<file path="config.mk">
export PLATFORM = sky130hd
export DESIGN_NAME = sort_pass_sched
export DESIGN_NICKNAME = d
export VERILOG_FILES = /design/src/rtl/sort_pass_sched_pkg.sv /design/src/rtl/sort_pass_idx.sv /design/src/rtl/sort_pass_sched.sv
export SDC_FILE = /design/constraint.sdc
export NUM_CORES = 1
export LEC_CHECK = 0
export ABC_CLOCK_PERIOD_IN_PS = 4900
export CORE_UTILIZATION = 45
export DETAILED_ROUTE_END_ITERATION = 10
export GPL_TIMING_DRIVEN = 0
export PLACE_DENSITY = 0.75
export SETUP_SLACK_MARGIN = 0.02
export SYNTH_ARGS = -nofsm -noshare
export SYNTH_HDL_FRONTEND = slang
export SYNTH_SLANG_ARGS = --single-unit
</file>
<file path="constraint.sdc">
create_clock -name clk -period 4.9 [get_ports clk]
set_input_delay 0.98 -clock clk [delete_from_list [all_inputs] [get_ports clk]]
set_output_delay 0.98 -clock clk [all_outputs]
set_load 0.005 [all_outputs]
</file>
<file path="src/rtl/sort_pass_sched_pkg.sv">
// sort_pass_sched_pkg: shared state encoding and pass-count helper for the bitonic pass sequencer.
package sort_pass_sched_pkg;
  typedef enum logic [1:0] {
    S_IDLE  = 2'd0,
    S_ISSUE = 2'd1,
    S_WAIT  = 2'd2,
    S_OUT   = 2'd3
  } state_t;
  function automatic int total_passes(input int l);
    return l * (l + 1) / 2;
  endfunction
endpackage

</file>
<file path="src/rtl/sort_pass_idx.sv">
// sort_pass_idx: bitonic (phase,step) walker and saturating pass counter with clear/advance.
module sort_pass_idx
  import sort_pass_sched_pkg::*;
#(
  parameter int W      = 10,
  parameter int PHASES = 10,
  parameter int PASS_W = 6
) (
  input  logic              clk,
  input  logic              rst,
  input  logic              clr,
  input  logic              adv,
  output logic [W-1:0]      phase,
  output logic [W-1:0]      step,
  output logic [PASS_W-1:0] pass_cnt,
  output logic              last
);
  localparam logic [PASS_W-1:0] P    = PASS_W'(total_passes(PHASES));
  localparam logic [W-1:0]      PMAX = W'(PHASES - 1);
  logic [W-1:0]      phase_q, phase_d, step_q, step_d;
  logic [PASS_W-1:0] cnt_q, cnt_d;
  logic              phase_end;
  assign phase_end = step_q == '0;
  always_comb begin
    phase_d = phase_q;
    step_d  = step_q;
    cnt_d   = cnt_q;
    if (clr) begin
      phase_d = '0;
      step_d  = '0;
      cnt_d   = '0;
    end else if (adv) begin
      phase_d = phase_end && phase_q != PMAX ? phase_q + 1'b1 : phase_q;
      step_d  = !phase_end ? step_q - 1'b1 : (phase_q != PMAX ? phase_q + 1'b1 : step_q);
      cnt_d   = cnt_q == P ? cnt_q : cnt_q + 1'b1;
    end
  end
  always_ff @(posedge clk or posedge rst) begin
    if (rst) begin
      phase_q <= '0;
      step_q  <= '0;
      cnt_q   <= '0;
    end else begin
      phase_q <= phase_d;
      step_q  <= step_d;
      cnt_q   <= cnt_d;
    end
  end
  assign phase    = phase_q;
  assign step     = step_q;
  assign pass_cnt = cnt_q;
  assign last     = phase_q == PMAX && phase_end;
endmodule

</file>
<file path="src/rtl/sort_pass_sched.sv">
// sort_pass_sched: control FSM sequencing every bitonic pass of a frame through one compare stage.
// Optional SORT_DESC_CFG_EN adds a per-frame sort-direction input latched on accept.
module sort_pass_sched
  import sort_pass_sched_pkg::*;
#(
  parameter int DATA_CNT  = 1024,
  parameter int LOG2_CNT  = 10,
  parameter int STAGE_LAT = 1,
  parameter int PASS_W    = 6
) (
  input  logic                clk,
  input  logic                rst,
`ifdef SORT_DESC_CFG_EN
  input  logic                cfg_desc,
  output logic                dp_desc,
`endif
  input  logic                flush,
  input  logic                in_valid,
  output logic                in_ready,
  output logic                out_valid,
  input  logic                out_ready,
  output logic                dp_load,
  output logic                dp_en,
  output logic                dp_wb,
  output logic [LOG2_CNT-1:0] dp_phase,
  output logic [LOG2_CNT-1:0] dp_step,
  output logic                busy,
  output logic [PASS_W-1:0]   pass_cnt
);
  localparam int         PHASES    = $clog2(DATA_CNT);
  localparam logic [3:0] WAIT_INIT = 4'(STAGE_LAT - 1);
  state_t     state_q, state_d;
  logic [3:0] wait_q, wait_d;
  logic       init_q, init_d;
  logic       clr, adv, last;
  sort_pass_idx #(.W(LOG2_CNT), .PHASES(PHASES), .PASS_W(PASS_W)) u_idx (
    .clk      (clk),
    .rst      (rst),
    .clr      (clr),
    .adv      (adv),
    .phase    (dp_phase),
    .step     (dp_step),
    .pass_cnt (pass_cnt),
    .last     (last)
  );
  assign in_ready = state_q == S_IDLE && init_q;
  assign busy     = state_q != S_IDLE;
  assign init_d   = 1'b1;
  always_comb begin
    state_d   = state_q;
    wait_d    = wait_q;
    dp_load   = 1'b0;
    dp_en     = 1'b0;
    dp_wb     = 1'b0;
    out_valid = 1'b0;
    clr       = 1'b0;
    adv       = 1'b0;
    case (state_q)
      S_IDLE: if (in_valid && in_ready) begin
        dp_load = 1'b1;
        clr     = 1'b1;
        state_d = S_ISSUE;
      end
      S_ISSUE: begin
        dp_en   = 1'b1;
        wait_d  = WAIT_INIT;
        state_d = S_WAIT;
      end
      S_WAIT: if (wait_q == '0) begin
        dp_wb   = 1'b1;
        adv     = 1'b1;
        state_d = last ? S_OUT : S_ISSUE;
      end else wait_d = wait_q - 1'b1;
      default: begin
        out_valid = 1'b1;
        state_d   = out_ready ? S_IDLE : S_OUT;
      end
    endcase
    // abort overrides every handshake and pulse decided above
    if (flush) begin
      state_d   = S_IDLE;
      dp_load   = 1'b0;
      dp_en     = 1'b0;
      dp_wb     = 1'b0;
      out_valid = 1'b0;
      adv       = 1'b0;
      clr       = 1'b1;
    end
  end
  always_ff @(posedge clk or posedge rst) begin
    if (rst) begin
      state_q <= S_IDLE;
      wait_q  <= '0;
      init_q  <= 1'b0;
    end else begin
      state_q <= state_d;
      wait_q  <= wait_d;
      init_q  <= init_d;
    end
  end
`ifdef SORT_DESC_CFG_EN
  logic desc_q, desc_d;
  assign desc_d  = dp_load ? cfg_desc : (state_d == S_IDLE ? 1'b0 : desc_q);
  assign dp_desc = desc_q;
  always_ff @(posedge clk or posedge rst) begin
    if (rst) desc_q <= 1'b0;
    else     desc_q <= desc_d;
  end
`endif
endmodule

</file>
Yosys cells after proc, flatten, opt, wreduce, memory -nomap -nowiden
Cells that the tools add are included.
{"block": "op_classes", "add_sub_neg": 4, "n_eq_ne": 10, "muxes": 29, "n_reduce_logical": 17}
{"cell": "$mux W10", "n": 7}
{"cell": "$mux W6", "n": 3}
{"cell": "$mux W1", "n": 11}
{"cell": "$add A10 B1 Y10 const B", "n": 1}
{"cell": "$eq A10 B4 Y1 const B", "n": 1}
{"cell": "$logic_not A10 Y1", "n": 1}
{"cell": "$mux W2", "n": 5}
{"cell": "$ne A10 B4 Y1 const B", "n": 1}
{"cell": "$reduce_and A2 Y1", "n": 5}
{"cell": "$sub A10 B1 Y10 const B", "n": 1}
{"cell": "$pmux W4 S2", "n": 1}
{"cell": "$reduce_bool A2 Y1", "n": 4}
{"cell": "$add A6 B1 Y6 const B", "n": 1}
{"cell": "$eq A6 B6 Y1 const B", "n": 1}
{"cell": "$ne A3 B3 Y1 const B", "n": 2}
{"cell": "$pmux W2 S3", "n": 1}
{"cell": "$logic_and A1 B1 Y1", "n": 4}
{"cell": "$logic_not A4 Y1", "n": 1}
{"cell": "$mux W4", "n": 1}
{"cell": "$ne A2 B2 Y1 const B", "n": 2}
{"cell": "$sub A4 B1 Y4 const B", "n": 1}
{"cell": "$ne A3 B2 Y1 const B", "n": 1}
{"cell": "$reduce_or A3 Y1", "n": 1}
{"cell": "$eq A2 B1 Y1 const B", "n": 1}
{"cell": "2 further kinds", "n": 2}
{"block": "totals", "ff_bits": 33, "input_bits": 5, "output_inout_bits": 32, "word_cells": 66}

Depth between registers and ports, before layout
{"block": "depth", "ltp_word": 8, "depth_mapped": 8, "mapped_depth_nobuf": 7}

Cells and area by module
From an unflattened synthesis, not the netlist that was laid out.
{"block": "hier_totals", "cells_unflattened": 233, "hier_area_um2": 2069.5}
{"module": "sort_pass_idx", "instances": 1, "cells_each": 185, "area_each_um2": 1625.3, "seq_area_each_um2": 650.6}
{"module": "sort_pass_sched", "instances": 1, "cells_each": 48, "area_each_um2": 444.2, "seq_area_each_um2": 175.2}

Worst setup path before layout
Ideal clock, no wire load.
{"block": "synth_path", "path_kind": "in2out", "start": "in flush", "end": "out dp_en", "arrival_ns": 1.365, "required_time_ns": 3.920, "slack_ns": 2.555, "cell_stages": 2, "path_buffers": 1, "path_cell_list": "clkbuf_1 > nor3b_1"}
{"block": "synth_via", "elab_chain_cells": 1}
{"element": "from (decl)", "line": "sort_pass_sched.sv:17", "rtl": "input logic flush,"}
{"element": "$mux W1", "line": "sort_pass_sched.sv:80", "rtl": "if (flush) begin"}
{"element": "to (decl)", "line": "sort_pass_sched.sv:23", "rtl": "output logic dp_en,"}
Every way passes these cells.

Worst setup path after layout
{"block": "layout_path", "start": "reg wait_q[0]", "end": "out dp_wb"}
{"block": "layout_via", "elab_chain_cells": 4}
{"element": "from (decl)", "line": "sort_pass_sched.sv:33", "rtl": "logic [3:0] wait_q, wait_d;"}
{"element": "from (signal assigned)", "line": "sort_pass_sched.sv:97", "rtl": "wait_q <= wait_d;"}
{"element": "$logic_not A4 Y1", "line": "sort_pass_sched.sv:69", "rtl": "S_WAIT: if (wait_q == '0) begin"}
{"element": "$mux W1", "line": "sort_pass_sched.sv:69"}
{"element": "$mux W1", "line": "sort_pass_sched.sv:58", "rtl": "case (state_q)"}
{"element": "$mux W1", "line": "sort_pass_sched.sv:80"}
{"element": "to (decl)", "line": "sort_pass_sched.sv:24", "rtl": "output logic dp_wb,"}
Every way passes these cells.

==> key figures <==
Placed design
  – GP Congestion: 0.851
  – Pre-CTS worst setup slack: between 1500 and 2000 ps
  – Port bufs: 35
  – DP HPWL: ~3300 um

Global routing
  – GRT overflow: 0
  – Largest net degree at the start of global routing: 34
  – Initial antenna violation count: 0
  – First-pass GRT wire length: approximately 7500 um
  – All-Layer GR Usage: 21.7%
  – Vias in the first global route: 1591

STA
  – Final period util: around two thirds
  – Final hold violations: 0
  – Final worst slack: 1700 ps
  – Final setup violation count: 0
  – RSZ-0062 raised after global routing: no
  – Hold WS: just over 500 ps
  – Setup TNS: 0 ps
  – Worst Clk Skew: ~5.2 ps
  – Slew HR: between 50 and 60%
  – Minimum clock period: roughly 3200 ps
  – Peak Freq: around 310 MHz
  – Final Slew Violations: 0
  – Worst Tran Pin Value: a little under 700 ps

Clock network
  – Clock latency at the later pin of the worst-skew pair: 290 ps
  – Hold buffer count at cts: 0
  – Clock root cell: clkbuf_8
  – CTS sink count: 33
  – Num CTS Buffers: 5
  – Reg clk slew, reported paths: 70 ps
  – CTS tree: yes
  – Clock Tree Buf Depth: 2
  – Depth of the CTS H-tree: 2
  – Post-CTS setup buffer count: 0
  – CTS resizes: 0

Synth
  – Synth top area share: about two fifths
  – Mux contribution to synthesized area: between 1.5 and 2%
  – Sequential area share after synthesis: between 40% and 50%
  – Synth cell count leaders: dfrtp_1 (33), nor2_1 (33), nand2_1 (15)
  – Ranking of synthesized cells by area: dfrtp_1 (41%), nor2_1 (6.2%), xor2_1 (6.1%), xnor2_1 (4.4%), ha_1 (3.8%)
  – Compound-Gate Fraction of Synth Area: roughly an eighth
  – Synthesized cell area: ~0.0020 mm^2
  – Ys Warns: 0
  – Post-synthesis net count: approximately 240
  – Post-Synth XOR/XNOR Area: a little over a tenth
  – Cells after Synth: approximately 230
  – Synth Area in Adders: about 3.8%
  – Post-synth cell types: 46
  – Seq cells post-synth: 33
  – Asr flop ratio synth: 100%
  – Synth Area in Simple Gates: about a quarter
  – Synthesized area per cell: slightly below 9 um^2
  – Combinational family with the most area after synthesis: simple AND/OR/NAND/NOR gates
  – Post-synth top area cell: dfrtp_1
  – Predominant post-synthesis flop cell: dfrtp_1
  – Post-synth EDFFs: 0

Routing
  – DRC viols: 0
  – WL/cell: between 10 and 15 um
  – DRT Pass-1 Iters: 5
  – Antenna Nets Post-Route: 0
  – Vias: 1829
  – Post-Route WL: 4760 um
  – Initial DRC count: 147
  – Vias per cell: ~5.7

Power and ir drop
  – Seq pwr share: a little over two fifths
  – Int Power: between 0.5 and 0.6 mW
  – Clock Power Share: 46.3%
  – Sw power: about 0.16 mW
  – LEAKAGE: 1.03 nW
  – Max VDD drop: between 0.1 and 0.15 mV
  – Sw Share: 24.1%
  – PD cells: 261 mW/mm^2
  – Comb pwr share: between 10% and 20%

Critical path
  – R2r startpoint: u_idx.step[0]$_DFFE_PP0P_
  – Crit. End Element: primary output
  – Startpoint types: register
  – CP arrival: between 2000 and 2500 ps
  – Critical Path Source: wait_q[0]$_DFFE_PP0P_
  – Reg2reg setup slack: around 2600 ps
  – Worst Path Required: about 3900 ps
  – Slowest-stage cell, CP: clkdlybuf4s50_1
  – Worst Path Max Fanout: 5
  – FF-to-FF path depth: 7
  – Crit-path cells: inv_1 -> ha_1 -> or3b_4 -> or2_4 -> nor2_1 -> clkdlybuf4s50_1
  – Worst Setup EP: dp_wb
  – R2r endpoint: u_idx.phase[4]$_DFFE_PP0P_
  – Crit Path Class: reg -> out
  – CP peak stage delay: 500 ps

Layout
  – Diodes inserted: 0
  – Fillers: 386
  – Area grow syn2layout: 28.4%
  – Ratio of cells with drive above 1 in the final layout: 6.62%
  – Seq. cell area: 826 um^2
  – Final nets: ~280
  – Multi-input gate area: 0.00108 mm^2

Floorplan
  – Site Rows: 23
  – Core area: between 0.004 and 0.005 mm^2
  – Top-Level Pins: 37
  – Die area: roughly 0.0047 mm^2
  – Initial Util: between 40% and 50%
  – Die height: 68.6 um
  – DIE WIDTH: between 60 and 70 um

Run
  – Max-cap check violation count: 0

Outcome
  – Status: completed

Worst hold path
  – Hold Crit Class: reg -> reg
  – Hold Path Origin: wait_q[1]$_DFFE_PP0P_
[layer usage]
| layer | up-vias | global-route usage [%] | routed length [um] |
|---|---|---|---|
| li1 | 885 | - | - |
| met1 | 864 | 29.4 | 2270 |
| met2 | 70 | 33.6 | 2140 |
| met3 | 10 | 4.61 | 291 |
| met4 | 0 | 8.59 | 56 |
| met5 | - | 0 | 0 |
[cell usage in the layout, fill, tap and decap left out, drive strengths merged, types with 3 or more instances in the layout]
| master | n |
|---|---|
| nor3 | 11 |
| inv | 11 |
| nor2 | 34 |
| xnor2 | 10 |
| a31oi | 5 |
| nand2 | 15 |
| xor2 | 14 |
| mux2i | 3 |
| a21oi | 7 |
| dfrtp | 33 |
| nor3b | 3 |
| o21ai | 10 |
| clkbuf | 15 |
| ha | 6 |
| a211o | 3 |
| nand3 | 7 |
| clkdlybuf4s50 | 35 |
| nand4 | 12 |
| and3 | 3 |
[cells by family (layout without fill, tap and decap cells)]
group	Yosys count	count (layout)
muxes	3	3
adders and majority gates	6	6
xor gates and xnor gates	24	24
and+or+nand+nor	102	102
DFF	33	33
other	1	1
AOI/OAI and AO/OA	36	36
buffers and inverters	23	67
[final cells by class]
type	count	area share, %
well taps	50	2.44
multi-input cells	172	42.2
plain buffers	11	1.71
clock buffers	5	2.68
repair buffers	36	14.4
clock inverters	3	2.54
flip-flops and latches	33	32.2
inverters	12	1.76
[sequential cells by signal, summed over array words and instances, names as in the netlist]
name	cells
u_idx.phase	10
u_idx.step	10
u_idx.pass_cnt	6
wait_q	4
state_q	2
init_q	1
[how the worst min path moves through the flow]
stage / endpoint / slack [ps] / depth (start not counted)
detailed placement: wait_q[1]$_DFFE_PP0P_ / 510 / 2
finish: wait_q[1]$_DFFE_PP0P_ / 520 / 2
global route: wait_q[1]$_DFFE_PP0P_ / 590 / 2
floorplan: wait_q[1]$_DFFE_PP0P_ / 470 / 2
global placement: wait_q[1]$_DFFE_PP0P_ / 500 / 2
CTS: wait_q[1]$_DFFE_PP0P_ / 530 / 2
[power by group through the flow]
stage | logic (mW) | registers, mW | clock network (mW)
finish | 0.0787 | 0.281 | 0.310
global route | 0.0860 | 0.282 | 0.323
CTS | 0.0765 | 0.281 | 0.312
detailed placement | 0.0759 | 0.287 | 0
global placement | 0.0749 | 0.287 | 0
floorplan | 0.0494 | 0.285 | 0
[metrics by stage]
stage | power, mW | instances | util (%) | area (um^2)
3_3_place_gp | 0.361 | 313 | 58.2 | 2410
3_5_place_dp | 0.362 | 313 | 58.2 | 2410
5_1_grt | 0.691 | 322 | 61.9 | 2560
2_1_floorplan | 0.335 | 228 | - | 2000
6_report | 0.670 | 322 | 61.9 | 2560
4_1_cts | 0.670 | 321 | 61.4 | 2540
[critical path: cells and delay by family, from the launching register on]
family	cells	cell delay [ps]
and+or+nand+nor	3	790
buffers and inverters	2	590
DFF	1	410
adders and majority gates	1	140
Power figures use the tool's default switching activity.
